<file path="config.mk">
export PLATFORM = sky130hd
export DESIGN_NAME = arithmetic_sequencer
export DESIGN_NICKNAME = d
export VERILOG_FILES = /design/src/rtl/arith_pkg.sv /design/src/rtl/arith_regfile.sv /design/src/rtl/arithmetic_sequencer.sv
export SDC_FILE = /design/constraint.sdc
export NUM_CORES = 1
export LEC_CHECK = 0
export ABC_AREA = 0
export BUFFER_PORTS_ARGS = -buffer_cell sky130_fd_sc_hd__buf_2
export CORE_AREA = 2 2 96 98
export CTS_CLUSTER_DIAMETER = 80
export DETAILED_ROUTE_END_ITERATION = 8
export DIE_AREA = 0 0 98 100
export PLACE_DENSITY_LB_ADDON = 0.25
export SLEW_MARGIN = 20
export SYNTH_ARGS = -nofsm -noshare
export SYNTH_HDL_FRONTEND = slang
export SYNTH_HIERARCHICAL = 1
export SYNTH_SLANG_ARGS = --single-unit
</file>
<file path="constraint.sdc">
create_clock -name i_clk -period 4.75 [get_ports i_clk]
set_input_delay 0 -clock i_clk [delete_from_list [all_inputs] [get_ports i_clk]]
set_output_delay 0 -clock i_clk [all_outputs]
set_load 0.1 [all_outputs]
</file>
<file path="src/rtl/arith_pkg.sv">
// Shared definitions for the arithmetic sequencer: opcode encodings, FSM state
// type and default widths.
package arith_pkg;

    localparam int DATA_W_DEF = 8;
    localparam int NREGS_DEF  = 4;

    localparam logic [2:0] OP_OR   = 3'b000;
    localparam logic [2:0] OP_NAND = 3'b001;
    localparam logic [2:0] OP_NOR  = 3'b010;
    localparam logic [2:0] OP_AND  = 3'b011;
    localparam logic [2:0] OP_ADD  = 3'b100;
    localparam logic [2:0] OP_SUB  = 3'b101;

    typedef enum logic [1:0] {
        ST_IDLE = 2'd0,
        ST_EXEC = 2'd1,
        ST_RESP = 2'd2
    } state_t;

    // Encodings above OP_SUB have no engine function and are reported as errors.
    function automatic logic op_is_legal(input logic [2:0] op);
        return (op <= OP_SUB);
    endfunction

endpackage

</file>
<file path="src/rtl/arith_regfile.sv">
// Register file for the arithmetic sequencer: two asynchronous read ports,
// one synchronous write port, cleared by the asynchronous active-low reset.
module arith_regfile
    import arith_pkg::*;
#(
    parameter  int DATA_W = DATA_W_DEF,
    parameter  int NREGS  = NREGS_DEF,
    localparam int REG_AW = $clog2(NREGS)
) (
    input  logic              clk,
    input  logic              rst_n,
    input  logic [REG_AW-1:0] addr_a,
    output logic [DATA_W-1:0] data_a,
    input  logic [REG_AW-1:0] addr_b,
    output logic [DATA_W-1:0] data_b,
    input  logic              wr_en,
    input  logic [REG_AW-1:0] wr_addr,
    input  logic [DATA_W-1:0] wr_data
);

    logic [DATA_W-1:0] regs [NREGS];

    always_ff @(posedge clk or negedge rst_n) begin
        if (!rst_n) begin
            for (int i = 0; i < NREGS; i++) begin
                regs[i] <= '0;
            end
        end else if (wr_en) begin
            regs[wr_addr] <= wr_data;
        end
    end

    assign data_a = regs[addr_a];
    assign data_b = regs[addr_b];

endmodule

</file>
<file path="src/rtl/arithmetic_sequencer.sv">
// Command sequencer driving an external arithmetic engine over a small register file.
// Optional Z/N status flags are built when ARITH_SEQ_FLAGS_EN is defined.
//
// state   | meaning
// --------+---------------------------------------------------------------
// ST_IDLE | ready for a command; captures it on valid&ready
// ST_EXEC | drives engine from captured operands; writes rd and result
// ST_RESP | presents result until the consumer takes it
module arithmetic_sequencer
    import arith_pkg::*;
#(
    parameter  int DATA_W = DATA_W_DEF,
    parameter  int NREGS  = NREGS_DEF,
    localparam int REG_AW = $clog2(NREGS)
) (
    input  logic              i_clk,
    input  logic              i_rst_n,
    input  logic              i_cmd_valid,
    output logic              o_cmd_ready,
    input  logic              i_cmd_load,
    input  logic [2:0]        i_cmd_op,
    input  logic [REG_AW-1:0] i_cmd_ra,
    input  logic [REG_AW-1:0] i_cmd_rb,
    input  logic [REG_AW-1:0] i_cmd_rd,
    input  logic [DATA_W-1:0] i_cmd_imm,
    output logic [DATA_W-1:0] o_alu_a,
    output logic [DATA_W-1:0] o_alu_b,
    output logic [2:0]        o_alu_instruction,
    input  logic [DATA_W-1:0] i_alu_result,
    output logic              o_res_valid,
    output logic [DATA_W-1:0] o_res_data,
    output logic              o_res_err,
`ifdef ARITH_SEQ_FLAGS_EN
    output logic              o_flag_z,
    output logic              o_flag_n,
`endif
    input  logic              i_res_ready
);

    state_t state, state_nxt;

    logic              load_q;
    logic [2:0]        op_q;
    logic [REG_AW-1:0] ra_q, rb_q, rd_q;
    logic [DATA_W-1:0] imm_q;
    logic [DATA_W-1:0] res_data_q;
    logic              res_err_q;

    logic [DATA_W-1:0] rdata_a, rdata_b;
    logic              accept;
    logic              in_exec;
    logic              op_err;
    logic              wr_en;
    logic [DATA_W-1:0] wr_data;

    // Ready is masked by reset so upstream never sees a handshake while held in reset.
    assign o_cmd_ready = (state == ST_IDLE) && i_rst_n;
    assign accept      = i_cmd_valid && o_cmd_ready;

    always_ff @(posedge i_clk or negedge i_rst_n) begin
        if (!i_rst_n) begin
            state <= ST_IDLE;
        end else begin
            state <= state_nxt;
        end
    end

    always_comb begin
        state_nxt = state;
        case (state)
            ST_IDLE: if (accept) state_nxt = ST_EXEC;
            ST_EXEC: state_nxt = ST_RESP;
            ST_RESP: if (i_res_ready) state_nxt = ST_IDLE;
            default: state_nxt = ST_IDLE;
        endcase
    end

    always_comb begin
        in_exec           = (state == ST_EXEC);
        op_err            = !load_q && !op_is_legal(op_q);
        wr_data           = load_q ? imm_q : i_alu_result;
        wr_en             = in_exec && !op_err;
        o_alu_a           = '0;
        o_alu_b           = '0;
        o_alu_instruction = 3'b000;
        if (in_exec) begin
            o_alu_a           = rdata_a;
            o_alu_b           = rdata_b;
            o_alu_instruction = op_q;
        end
    end

    always_ff @(posedge i_clk or negedge i_rst_n) begin
        if (!i_rst_n) begin
            load_q <= 1'b0;
            op_q   <= 3'b000;
            ra_q   <= '0;
            rb_q   <= '0;
            rd_q   <= '0;
            imm_q  <= '0;
        end else if (accept) begin
            load_q <= i_cmd_load;
            op_q   <= i_cmd_op;
            ra_q   <= i_cmd_ra;
            rb_q   <= i_cmd_rb;
            rd_q   <= i_cmd_rd;
            imm_q  <= i_cmd_imm;
        end
    end

    always_ff @(posedge i_clk or negedge i_rst_n) begin
        if (!i_rst_n) begin
            res_data_q <= '0;
            res_err_q  <= 1'b0;
        end else if (in_exec) begin
            res_data_q <= op_err ? '0 : wr_data;
            res_err_q  <= op_err;
        end
    end

    assign o_res_valid = (state == ST_RESP);
    assign o_res_data  = res_data_q;
    assign o_res_err   = res_err_q;

`ifdef ARITH_SEQ_FLAGS_EN
    always_ff @(posedge i_clk or negedge i_rst_n) begin
        if (!i_rst_n) begin
            o_flag_z <= 1'b0;
            o_flag_n <= 1'b0;
        end else if (wr_en) begin
            o_flag_z <= (wr_data == '0);
            o_flag_n <= wr_data[DATA_W-1];
        end
    end
`endif

    // Reads are combinational and the write lands at the end of EXEC, so aliased
    // source/destination operands always see the pre-write value.
    arith_regfile #(
        .DATA_W (DATA_W),
        .NREGS  (NREGS)
    ) u_regfile (
        .clk     (i_clk),
        .rst_n   (i_rst_n),
        .addr_a  (ra_q),
        .data_a  (rdata_a),
        .addr_b  (rb_q),
        .data_b  (rdata_b),
        .wr_en   (wr_en),
        .wr_addr (rd_q),
        .wr_data (wr_data)
    );

endmodule

</file>
==> flow_summary.rst <==
.. list-table::
   :header-rows: 1

   * - Metric
     - Value
   * - Startpoint of the most critical register-to-register path
     - state[1]
   * - Synthesized Nets
     - 234
   * - Routed vias/inst
     - 4.82
   * - Relative max-transition margin
     - 0.456
   * - Max-capacitance violation count
     - 0
   * - Area enclosed by the die boundary
     - 9800 µm²
   * - Hold Violations, Final
     - 0
   * - Hold Startpoint
     - i_cmd_valid
   * - Worst hold path cell count
     - 2
   * - Worst Skew
     - 0.00587 ns
   * - Yosys warning total
     - 6
   * - Unique cell type count in the Yosys netlist
     - 23
   * - Critical path peak fanout
     - 29
   * - Nets
     - 314
   * - Initial antenna violation count
     - 0
   * - Min Tclk post-route
     - 2.45 ns
   * - Final worst hold slack
     - 0.0651 ns
   * - Max Freq
     - 408 MHz
   * - Unrepaired setup endpoints after global routing
     - no
   * - Violation count after the first detailed-route iteration
     - 78
   * - Fillers
     - 855
   * - Clock-pin slew of the registers on the worst-case setup and hold paths
     - 0.06 ns
   * - Vias after detailed routing
     - 1,924
   * - Total congestion overflow
     - 0
   * - Root Buffer
     - sky130_fd_sc_hd__clkbuf_8
   * - Total half-perimeter wirelength after legalization and detailed placement
     - 4.38 mm
   * - Layout overhead on the synthesized area
     - 24.7%
   * - Slowest cell on the critical path
     - sky130_fd_sc_hd__and2b_1
   * - DRC violations left
     - 0
   * - Overall fraction of global-route tracks in use
     - 0.144
   * - Cell Chain, Critical Path
     - and2b_1, nand2_1, inv_1, nor3b_4, mux2_2
   * - Share of total power in the clock network
     - 0.176
   * - Maximum number of pins on one net before global-route repair
     - 63
   * - Portion of the post-synthesis area used by sequential elements
     - 0.509
   * - Class of the most critical setup path
     - flip-flop to flip-flop
   * - Detailed-router iteration count before antenna repair
     - 4
   * - Htree depth
     - 3
   * - Number of failing setup endpoints in the final timing report
     - 0
   * - Synthesized area per cell
     - 14.7 µm²
   * - Clock tree from TritonCTS
     - built
   * - Resized Gates After CTS
     - 0
   * - Peak supply drop
     - 0.276 mV
   * - Post-route antenna net violation count
     - 0
   * - Gate power share
     - 0.433
   * - Net switching fraction of the power
     - 0.418
   * - Largest stage delay, worst path
     - 0.74 ns
   * - ANT cells
     - 0
   * - Slew at the pin closest to its max-slew limit
     - 0.816 ns
   * - Die H
     - 100 µm
   * - Sequential share of power
     - 0.391
   * - Data arrival time of the worst path
     - 2.67 ns
   * - Initial cell density of the core
     - 0.337
   * - Crit Reg-Reg Endpoint
     - u_regfile/regs[25]
   * - Number of sinks on the clock net
     - 61
   * - Endpoint, Worst Hold
     - state[0]
   * - Core area
     - 8890 µm²
   * - Final standard cell utilization of the core
     - 0.420
   * - Final RePlAce weighted congestion
     - 0.693
   * - Cell Int Power
     - 1.39 mW
   * - PwrDens
     - 637 nW/µm²
   * - Sort of element at the start of the critical path
     - flip-flop
   * - Clock insertion delay at the later pin of the skew report
     - 0.34 ns
   * - Number of CTS-inserted buffers
     - 9
   * - Depth of the worst register-to-register path
     - 5
   * - Number of input and output port buffers inserted
     - 59
   * - Die width
     - 98 µm
   * - Leakage Power
     - 1.73 nW
   * - Required time of the critical path
     - 4.97 ns
   * - Vias in the first global route
     - 2,042
   * - Share of cells above drive strength 1
     - 0.531
   * - Sum Neg Setup Slack
     - 0 ns
   * - Result of the run
     - complete, no violations
   * - Slew Limit Fails
     - 0
   * - I/O pin total
     - 60
   * - Class of the most critical hold timing path
     - input port to flip-flop
   * - Switching component of the power
     - 995 µW
   * - Kind of end point of the critical path
     - flip-flop
   * - Minimum setup slack among reg-to-reg paths
     - 2.30 ns
   * - Average routed wire per standard cell
     - 16.4 µm
   * - Post-route fraction of the period consumed by the critical path
     - 0.516
   * - Clock Tree Buf Depth
     - 2
   * - Synthesized netlist cell count
     - 204
   * - Total wire length
     - 6.54 mm
   * - Row cnt
     - 35
   * - Post-Syn Area
     - 3000 µm²
   * - Wire length of the first global-routing pass
     - 10.6 mm
   * - Register bit total from synthesis
     - 61
[power groups by stage]
stage	Combinational [mW]	Sequential [mW]	Clock (mW)
after detailed placement	1.03	0.943	0
final	1.03	0.931	0.419
after global routing	1.09	0.970	0.463
after global placement	1.02	0.935	0
after CTS	1.04	0.936	0.434
after floorplan	0.678	1.10	0
[per-stage QoR]
step                setup slack, ns  area (µm²)  instances  total power, mW
floorplan                      2.11        3000        204             1.77
global placement               2.36        3360        364             1.95
detailed placement             2.26        3360        364             1.97
CTS                            2.25        3740        399             2.41
global route                   2.01        3740        399             2.52
finish                         2.30        3740        399             2.38
[metal layers]
layer,share of wire,global-route usage,routed length [µm]
met5,0,0,0
met1,0.43,0.174,2820
met4,0.018,0.0737,119
met2,0.51,0.247,3330
met3,0.040,0.0286,260
[synthesized netlist by cell type, drive strengths merged]
library cell / count / area (µm²)
nand2b: 1 / 6.26
buf: 9 / 72.6
or2b: 1 / 7.51
dfrtp: 61 / 1530
o21a: 1 / 7.51
mux4: 16 / 360
nand3: 9 / 50.1
clkbuf: 2 / 7.51
inv: 2 / 7.51
and2: 20 / 128
and2b: 1 / 7.51
nand3b: 3 / 30.0
nor3b: 2 / 31.3
o21ai: 1 / 5.00
mux2: 58 / 687
nand2: 17 / 63.8
[cell usage in the layout (no fill, tap or decap)]
master / instances
sky130_fd_sc_hd__inv_1: 2
sky130_fd_sc_hd__o21a_1: 1
sky130_fd_sc_hd__nand3_1: 8
sky130_fd_sc_hd__nand2_1: 17
sky130_fd_sc_hd__nand3b_1: 1
sky130_fd_sc_hd__or2b_1: 1
sky130_fd_sc_hd__nand2b_1: 1
sky130_fd_sc_hd__and2b_1: 1
sky130_fd_sc_hd__mux2_4: 9
sky130_fd_sc_hd__and2_1: 19
sky130_fd_sc_hd__buf_4: 1
sky130_fd_sc_hd__buf_2: 59
sky130_fd_sc_hd__dlygate4sd3_1: 20
sky130_fd_sc_hd__clkbuf_1: 2
sky130_fd_sc_hd__nor3b_4: 1
sky130_fd_sc_hd__dfrtp_1: 61
sky130_fd_sc_hd__mux2_2: 49
sky130_fd_sc_hd__clkinv_2: 1
sky130_fd_sc_hd__o21ai_0: 1
sky130_fd_sc_hd__mux4_2: 16
sky130_fd_sc_hd__nand3_2: 1
sky130_fd_sc_hd__nand3b_2: 2
sky130_fd_sc_hd__nor3b_2: 1
sky130_fd_sc_hd__and2_4: 1
sky130_fd_sc_hd__clkbuf_8: 12
[worst max-delay path, delay by kind of cell, from the launching register on]
kind | cells | cell delay, ns
mux | 1 | 0.38
simple gates | 3 | 1.35
flops | 1 | 0.40
buf+inv | 1 | 0.20
[worst max path at each step]
stage	startpoint	end	slack, ns	cells after the start
after floorplan	state[1]	imm_q[0]	2.11	5
after global placement	state[1]	u_regfile/regs[27]	2.36	5
after detailed placement	state[1]	u_regfile/regs[31]	2.26	5
after CTS	state[1]	u_regfile/regs[29]	2.25	5
after global routing	state[1]	u_regfile/regs[27]	2.01	5
final	state[1]	u_regfile/regs[25]	2.30	5
[final cells by class]
| cell class | instances | area, µm² | share of cell area |
|---|---|---|---|
| clock buffers | 14 | 173 | 0.0462 |
| repair buffers | 80 | 503 | 0.135 |
| inverters | 2 | 7.51 | 0.00201 |
| flip-flops and latches | 61 | 1530 | 0.408 |
| multi-input cells | 130 | 1380 | 0.370 |
| well taps | 111 | 139 | 0.0372 |
| clock inverters | 1 | 5.00 | 0.00134 |
[state kept, by name (all words and copies together), names as in the netlist]
| signal | flops |
|---|---|
| rd_q | 2 |
| u_regfile/regs | 32 |
| o_res_err | 1 |
| load_q | 1 |
| imm_q | 8 |
| ra_q | 2 |
| op_q | 3 |
| o_res_data | 8 |
| rb_q | 2 |
| state | 2 |
[what timing repair did]
| action | CTS | global route |
|---|---|---|
| buffers inserted | 0 | 0 |
| endpoints found under the hold margin | 80 | 0 |
| hold buffers | 20 | 0 |
[logic make-up after synthesis]
kind of cell	after synthesis	share of synthesized area
AOI/OAI and AO/OA	2	0.00417
buffers and inverters	13	0.0292
DFF	61	0.509
muxes	74	0.349
and+or+nand+nor	54	0.108
No activity file was read; power rests on OpenSTA's default activity.
